==> config.mk <==
export PLATFORM = sky130hd
export DESIGN_NAME = conv_layer_seq
export DESIGN_NICKNAME = d
export VERILOG_FILES = /design/src/rtl/conv_pkg.sv /design/src/rtl/conv_dim_div.sv /design/src/rtl/conv_layer_seq.sv
export SDC_FILE = /design/constraint.sdc
export NUM_CORES = 1
export LEC_CHECK = 0
export BUFFER_PORTS_ARGS = -buffer_cell sky130_fd_sc_hd__buf_2
export CORE_MARGIN = 4
export CORE_UTILIZATION = 60
export CTS_BUF_LIST = sky130_fd_sc_hd__clkbuf_8
export DETAILED_ROUTE_END_ITERATION = 8
export PLACE_DENSITY = 0.79
export SYNTH_ARGS = -nofsm -noshare
export SYNTH_HDL_FRONTEND = slang
export SYNTH_SLANG_ARGS = --single-unit
==> constraint.sdc <==
create_clock -name clk -period 14.9 [get_ports clk]
set_input_delay 2.98 -clock clk [delete_from_list [all_inputs] [get_ports clk]]
set_output_delay 2.98 -clock clk [all_outputs]
set_load 0.05 [all_outputs]
==> src/rtl/conv_pkg.sv <==
// conv_pkg: state encoding, status codes and outstanding-window limit
// shared by conv_layer_seq and its helpers.
package conv_pkg;

  localparam logic [3:0] STATUS_IDLE  = 4'd0;
  localparam logic [3:0] STATUS_CALC  = 4'd1;
  localparam logic [3:0] STATUS_RUN   = 4'd2;
  localparam logic [3:0] STATUS_DRAIN = 4'd3;
  localparam logic [3:0] STATUS_DONE  = 4'd4;
  localparam logic [3:0] STATUS_ERR   = 4'd8;

  // State values double as the externally visible status code.
  typedef enum logic [3:0] {
    ST_IDLE  = STATUS_IDLE,
    ST_CALC  = STATUS_CALC,
    ST_RUN   = STATUS_RUN,
    ST_DRAIN = STATUS_DRAIN,
    ST_DONE  = STATUS_DONE,
    ST_ERR   = STATUS_ERR
  } state_t;

  // Maximum number of windows in flight before issue is throttled.
  localparam logic [3:0] OUTSTANDING_MAX = 4'd15;

endpackage

==> src/rtl/conv_dim_div.sv <==
// conv_dim_div: iterative unsigned divider, one subtraction per cycle.
// quotient = numerator / divisor; done stays high until the next start.
// A zero divisor finishes immediately with quotient 0.
module conv_dim_div (
  input  logic        clk,
  input  logic        rst,
  input  logic        start,
  input  logic [16:0] numerator,
  input  logic [7:0]  divisor,
  output logic [16:0] quotient,
  output logic        done
);

  logic        busy;
  logic [16:0] rem;
  logic [16:0] div_ext;

  assign div_ext = {9'd0, divisor};

  // Repeated subtraction until the remainder drops below the divisor.
  always_ff @(posedge clk or posedge rst) begin
    if (rst) begin
      busy     <= 1'b0;
      done     <= 1'b0;
      rem      <= '0;
      quotient <= '0;
    end else if (start) begin
      busy     <= 1'b1;
      done     <= 1'b0;
      rem      <= numerator;
      quotient <= '0;
    end else if (busy) begin
      if ((div_ext != '0) && (rem >= div_ext)) begin
        rem      <= rem - div_ext;
        quotient <= quotient + 17'd1;
      end else begin
        busy <= 1'b0;
        done <= 1'b1;
      end
    end
  end

endmodule

==> src/rtl/conv_layer_seq.sv <==
// conv_layer_seq: convolution layer window sequencer.
// Latches layer geometry on start, computes output dimensions with two
// iterative dividers, then issues one window request per (f, c, oy, ox)
// with at most 15 windows outstanding, drains results and reports done.
// Optional feature macro: CONV_SEQ_PERF_EN adds perf_cycles/perf_stalls.
module conv_layer_seq
  import conv_pkg::*;
(
  input  logic        clk,
  input  logic        rst,
  input  logic        start,
  input  logic        abort,
  input  logic [15:0] cfg_data_wid,
  input  logic [15:0] cfg_data_hei,
  input  logic [15:0] cfg_data_ch,
  input  logic [15:0] cfg_filter_wid,
  input  logic [15:0] cfg_filter_hei,
  input  logic [15:0] cfg_filter_num,
  input  logic [7:0]  cfg_stride_h,
  input  logic [7:0]  cfg_stride_v,
  input  logic [3:0]  cfg_pad_h,
  input  logic [3:0]  cfg_pad_v,
  output logic        win_valid,
  input  logic        win_ready,
  output logic [16:0] win_row,
  output logic [16:0] win_col,
  output logic [15:0] win_ch,
  output logic [15:0] win_filt,
  output logic        win_first_ch,
  output logic        win_last_ch,
  input  logic        res_valid,
  output logic [15:0] out_wid,
  output logic [15:0] out_hei,
  output logic [3:0]  status,
  output logic [15:0] cin_cnt,
  output logic [15:0] cout_cnt
`ifdef CONV_SEQ_PERF_EN
  ,
  output logic [31:0] perf_cycles,
  output logic [31:0] perf_stalls
`endif
);

  state_t      state;
  logic [15:0] data_wid, data_hei, data_ch;
  logic [15:0] filt_wid, filt_hei, filt_num;
  logic [7:0]  stride_h, stride_v;
  logic [3:0]  pad_h, pad_v;
  logic        calc_launched;
  logic [15:0] f_idx, c_idx, oy_idx, ox_idx;
  logic [3:0]  outstanding;

  logic [16:0] span_h, span_v, numer_h, numer_v;
  logic [16:0] col_init, row_init;
  logic [16:0] quot_h, quot_v;
  logic        cfg_err, div_start, div_h_done, div_v_done;
  logic        start_ok, accept, retire, in_run;
  logic        last_ox, last_oy, last_c, last_f;

  // Padded extents, divider numerators, window origins and config checks.
  always_comb begin
    span_h   = {1'b0, data_wid} + {12'd0, pad_h, 1'b0};
    span_v   = {1'b0, data_hei} + {12'd0, pad_v, 1'b0};
    numer_h  = span_h - {1'b0, filt_wid};
    numer_v  = span_v - {1'b0, filt_hei};
    col_init = 17'd0 - {13'd0, pad_h};
    row_init = 17'd0 - {13'd0, pad_v};
    cfg_err  = (stride_h == '0) || (stride_v == '0) ||
               (data_ch == '0) || (filt_num == '0) ||
               (filt_wid == '0) || (filt_hei == '0) ||
               ({1'b0, filt_wid} > span_h) || ({1'b0, filt_hei} > span_v);
  end

  assign in_run    = (state == ST_RUN);
  assign win_valid = in_run && (outstanding != OUTSTANDING_MAX);
  assign accept    = win_valid && win_ready;
  assign retire    = res_valid && (outstanding != '0);
  assign start_ok  = start && !abort &&
                     ((state == ST_IDLE) || (state == ST_DONE) || (state == ST_ERR));
  assign div_start = (state == ST_CALC) && !calc_launched && !cfg_err;

  assign last_ox = (ox_idx == out_wid - 16'd1);
  assign last_oy = (oy_idx == out_hei - 16'd1);
  assign last_c  = (c_idx == data_ch - 16'd1);
  assign last_f  = (f_idx == filt_num - 16'd1);

  assign win_ch       = c_idx;
  assign win_filt     = f_idx;
  assign win_first_ch = in_run && (c_idx == '0);
  assign win_last_ch  = in_run && last_c;
  assign cin_cnt      = c_idx;
  assign cout_cnt     = f_idx;
  assign status       = state;

  conv_dim_div u_div_h (
    .clk       (clk),
    .rst       (rst),
    .start     (div_start),
    .numerator (numer_h),
    .divisor   (stride_h),
    .quotient  (quot_h),
    .done      (div_h_done)
  );

  conv_dim_div u_div_v (
    .clk       (clk),
    .rst       (rst),
    .start     (div_start),
    .numerator (numer_v),
    .divisor   (stride_v),
    .quotient  (quot_v),
    .done      (div_v_done)
  );

  // Layer sequencing FSM: config latch, dimension calc, window loops, drain.
  always_ff @(posedge clk or posedge rst) begin
    if (rst) begin
      state         <= ST_IDLE;
      calc_launched <= 1'b0;
      data_wid      <= '0;
      data_hei      <= '0;
      data_ch       <= '0;
      filt_wid      <= '0;
      filt_hei      <= '0;
      filt_num      <= '0;
      stride_h      <= '0;
      stride_v      <= '0;
      pad_h         <= '0;
      pad_v         <= '0;
      f_idx         <= '0;
      c_idx         <= '0;
      oy_idx        <= '0;
      ox_idx        <= '0;
      win_row       <= '0;
      win_col       <= '0;
      outstanding   <= '0;
      out_wid       <= '0;
      out_hei       <= '0;
    end else if (abort) begin
      state         <= ST_IDLE;
      calc_launched <= 1'b0;
      f_idx         <= '0;
      c_idx         <= '0;
      oy_idx        <= '0;
      ox_idx        <= '0;
      win_row       <= '0;
      win_col       <= '0;
      outstanding   <= '0;
    end else begin
      if (accept && !retire) begin
        outstanding <= outstanding + 4'd1;
      end else if (!accept && retire) begin
        outstanding <= outstanding - 4'd1;
      end

      case (state)
        ST_IDLE, ST_DONE, ST_ERR: begin
          if (start) begin
            data_wid      <= cfg_data_wid;
            data_hei      <= cfg_data_hei;
            data_ch       <= cfg_data_ch;
            filt_wid      <= cfg_filter_wid;
            filt_hei      <= cfg_filter_hei;
            filt_num      <= cfg_filter_num;
            stride_h      <= cfg_stride_h;
            stride_v      <= cfg_stride_v;
            pad_h         <= cfg_pad_h;
            pad_v         <= cfg_pad_v;
            calc_launched <= 1'b0;
            f_idx         <= '0;
            c_idx         <= '0;
            oy_idx        <= '0;
            ox_idx        <= '0;
            win_row       <= '0;
            win_col       <= '0;
            state         <= ST_CALC;
          end
        end
        ST_CALC: begin
          // First CALC cycle validates the latched config and launches the
          // dividers; later cycles wait for both axes to finish.
          if (!calc_launched) begin
            if (cfg_err) begin
              state <= ST_ERR;
            end else begin
              calc_launched <= 1'b1;
            end
          end else if (div_h_done && div_v_done) begin
            out_wid <= 16'(quot_h + 17'd1);
            out_hei <= 16'(quot_v + 17'd1);
            win_col <= col_init;
            win_row <= row_init;
            state   <= ST_RUN;
          end
        end
        ST_RUN: begin
          // Window origins advance by stride instead of multiplying indices.
          if (accept) begin
            if (!last_ox) begin
              ox_idx  <= ox_idx + 16'd1;
              win_col <= win_col + {9'd0, stride_h};
            end else begin
              ox_idx  <= '0;
              win_col <= col_init;
              if (!last_oy) begin
                oy_idx  <= oy_idx + 16'd1;
                win_row <= win_row + {9'd0, stride_v};
              end else begin
                oy_idx  <= '0;
                win_row <= row_init;
                if (!last_c) begin
                  c_idx <= c_idx + 16'd1;
                end else begin
                  c_idx <= '0;
                  f_idx <= f_idx + 16'd1;
                  if (last_f) begin
                    state <= ST_DRAIN;
                  end
                end
              end
            end
          end
        end
        ST_DRAIN: begin
          if (outstanding == '0) begin
            state <= ST_DONE;
          end
        end
        default: state <= ST_IDLE;
      endcase
    end
  end

`ifdef CONV_SEQ_PERF_EN
  // Saturating activity counters: busy cycles and back-pressure stalls.
  always_ff @(posedge clk or posedge rst) begin
    if (rst) begin
      perf_cycles <= '0;
      perf_stalls <= '0;
    end else if (start_ok) begin
      perf_cycles <= '0;
      perf_stalls <= '0;
    end else begin
      if (((state == ST_CALC) || (state == ST_RUN) || (state == ST_DRAIN)) &&
          (perf_cycles != '1)) begin
        perf_cycles <= perf_cycles + 32'd1;
      end
      if (win_valid && !win_ready && (perf_stalls != '1)) begin
        perf_stalls <= perf_stalls + 32'd1;
      end
    end
  end
`else
  // start_ok only feeds the optional counters.
  logic unused_start_ok;
  assign unused_start_ok = start_ok;
`endif

endmodule

==> results.md <==
* Remaining antenna violation count at 0
* Max Cap Viol at 0
* Worst VDD drop at 0.122 mV
* Critical Path Start Type: register
* Slew at the pin closest to its max-slew limit at 1.12 ns
* Max-slew violations at 0
* Yosys top cell by area: dfrtp_1
* Total power at approximately 3.9 mW
* Buffers added on ports at 262
* Syn Inst Count at 2347
* Initial DRC count at 1244
* Pwr dens at 162 mW/mm^2
* Beginning of the critical path: data_ch[2]
* Site Rows at approximately 70
* Clk_lat worst skew at 0.65 ns
* Layout Nets at 2774
* Sum Neg Setup Slack at 0 ns
* Worst flop-to-flop path startpoint: out_hei[0]
* Top FF cell, synth: dfrtp_1
* Largest net degree at the start of global routing at roughly 110
* CP Cell Sequence: or4_1 > nor4b_4 > nand4_1 > and3_1 > o32ai_1 > o2111ai_1 > nor2_1 > buf_2
* Final hold viol count at 0
* Seq/Total Area, Yosys at 38.6%
* Status: finished clean
* Crit path depth at 8
* Synth unique cells at 82
* Arr. time, crit path at about 3.8 ns
* GP Congestion at 0.927
* Overall routed net length at 55000 um
* CTS max path bufs at 3
* Ratio of cells with drive above 1 in the final layout at 19.9%
* Routed wl met2 at between 20000 and 30000 um
* CP peak stage delay at 0.67 ns
* Clock tree sinks at 329
* Final setup fails at 0
* Buf/Inv on CP at 1
* H-tree depth at 2
* Worst EP required at between 10 and 15 ns
* Pleak at 11.0 nW
* 1st-pass router iterations at 5
* Number of flops mapped to enable cells by yosys at 0
* Vias in the first global route at roughly 18000
* Synthesis Warnings at 0
* Met1 WL at around 23000 um
* Postcts setup bufs at 0
* Core area at 0.0348 mm^2
* DR top layer: met5
* Worst Path Max Fanout at 8
* Area grow syn2layout at 12.1%
* Number of buffers created by CTS at 56
* Gr usage total at roughly 28%
* Crit path time final at a little under 7 ns
* Flops & latches, synth at ~330
* CP delay by family, top: simple AND/OR/NAND/NOR gates
* Synth area leaders: dfrtp_1 (39%), mux2_2 (6.5%), xnor2_1 (5.7%)
* RSZ-0062 raised after global routing: false
* Min-Delay Path Class: reg2reg
* CP max-delay cell: or4_1
* Yosys top cell area share at 38.6%
* CTS tree: yes
* First-pass GRT wire length at 89600 um
* Fin crit share at a little under half
* Gr ovfl total at 0
* Wire length per cell at 18.0 um
* Asr flop ratio synth at 100%
* Reg2reg setup slack at 9.97 ns
* Worst-path clk slew at 0.06 ns
* Die ar. at 0.0387 mm^2
* Initial core utilization at between 60% and 70%
* Die X at 197 um
* R2R depth at 11
* Post-synth net total at 2569
* Fmax at 147 MHz
* Vias per Instance at 5.99
* Max Clock Skew at roughly 0.019 ns
* Worst setup endpoint: win_last_ch
* Crit path kind: reg2out
* IO Pins at 263
* Chip height at 197 um
* Metal3 WL at roughly 3900 um
* Initial antenna violation count at 7
* Routed vias at 18300
* # resized after CTS at 0
* Drt drc at 0
* Slew HR at 25.5%
* Crit Reg-Reg Endpoint: cin_cnt[7]
* Crit. End Element: output port
* HPWL Detailed at 40200 um
* Area of the mapped netlist at 0.0214 mm^2
* CTS root buf: clkbuf_8
* Hold buffers post-CTS at 0
* Synthesized area per cell at 9.10 um^2
kinds of logic (layout without fill, tap and decap cells):
group	count (synthesis)	count (layout)	synth area share, %
xor+xnor	259	259	10.6
flops	329	329	38.6
fa+ha+maj	96	96	5.94
compound gates	446	446	13.0
buf+inv	241	488	4.91
simple gates	840	840	19.9
other cells	0	5	0
mux	136	136	7.10
cell usage in the layout, fill, tap and decap left out, drive strengths merged, types with 92 or more instances in the layout:
master,synthesis,layout
buf,40,276
nor2,271,271
xor2,119,119
a21oi,144,144
dfrtp,329,329
xnor2,140,140
nand2,139,139
nand3,92,92
inv,112,127
mux2,123,123
o21ai,113,113
how the worst min path moves through the flow:
stage,from,endpoint,slack (ns),cells after the start
4_1_cts,win_col[16],win_col[16],0.51,1
2_1_floorplan,u_div_h.quotient[0],out_wid[0],0.48,1
3_3_place_gp,win_col[16],win_col[16],0.48,1
5_1_grt,win_col[16],win_col[16],0.53,1
6_report,win_col[16],win_col[16],0.51,1
3_5_place_dp,win_col[16],win_col[16],0.50,1
state kept, by name, indices dropped and copies added (netlist names), 8 cells and up:
name,flops
u_div_h.rem,17
u_div_v.rem,17
win_col,17
win_row,17
cin_cnt,16
cout_cnt,16
data_ch,16
data_hei,16
data_wid,16
filt_hei,16
filt_num,16
filt_wid,16
out_hei,16
out_wid,16
ox_idx,16
oy_idx,16
u_div_h.quotient,16
u_div_v.quotient,16
stride_h,8
stride_v,8
synthesized netlist by cell type (all sizes together), types with 48 or more instances:
library cell	number
xnor2	140
dfrtp	329
nor2	271
mux2	123
ha	87
a21oi	144
inv	112
xor2	119
clkbuf	89
nand2	139
nand3	92
o21ai	113
nor3	54
and3	48
final cells by class:
type | instances | area [um^2]
Multi-Input combinational cell | 1777 | 12100
Fill cell | 2760 | 10900
Sequential cell | 329 | 8230
Timing Repair Buffer | 276 | 1420
Clock buffer | 70 | 963
Tap cell | 455 | 569
Inverter | 112 | 428
Clock inverter | 30 | 220
Antenna cell | 5 | 12.5
worst register-to-register path, cell delays in order, from the launching register on:
cell      delay [ns]
dfrtp_1         0.46
inv_1           0.11
ha_1            0.20
nor3b_1         0.67
and2_1          0.29
nand4_1         0.13
a221oi_1        0.40
nand4_1         0.56
o21ai_4         0.47
and2_1          0.92
nand2_2         0.24
o41ai_1         0.37
layer usage:
metal  vias to the layer above  GRT usage [%]
li1                       8735              -
met1                      8785           35.9
met2                       628           45.8
met3                       144           6.17
met4                        10           10.6
met5                         -              0
power breakdown:
group | internal [mW] | switching (mW) | total, mW
combinational | 0.747 | 0.965 | 1.71
clock | 0.474 | 0.386 | 0.860
sequential | 1.09 | 0.215 | 1.30
stage by stage:
stage	cells	hold slack, ns	area (um^2)	setup WS (ns)	util, %
finish	3054	0.510	23900	8.12	68.8
global route	3050	0.526	23900	7.79	68.8
CTS	3049	0.512	23900	8.09	68.8
detailed placement	2949	0.502	22800	8.82	65.4
global placement	2949	0.484	22800	8.91	65.4
floorplan	2347	0.479	21400	2.81	-
Note: power is estimated with default switching activity, not from simulation.
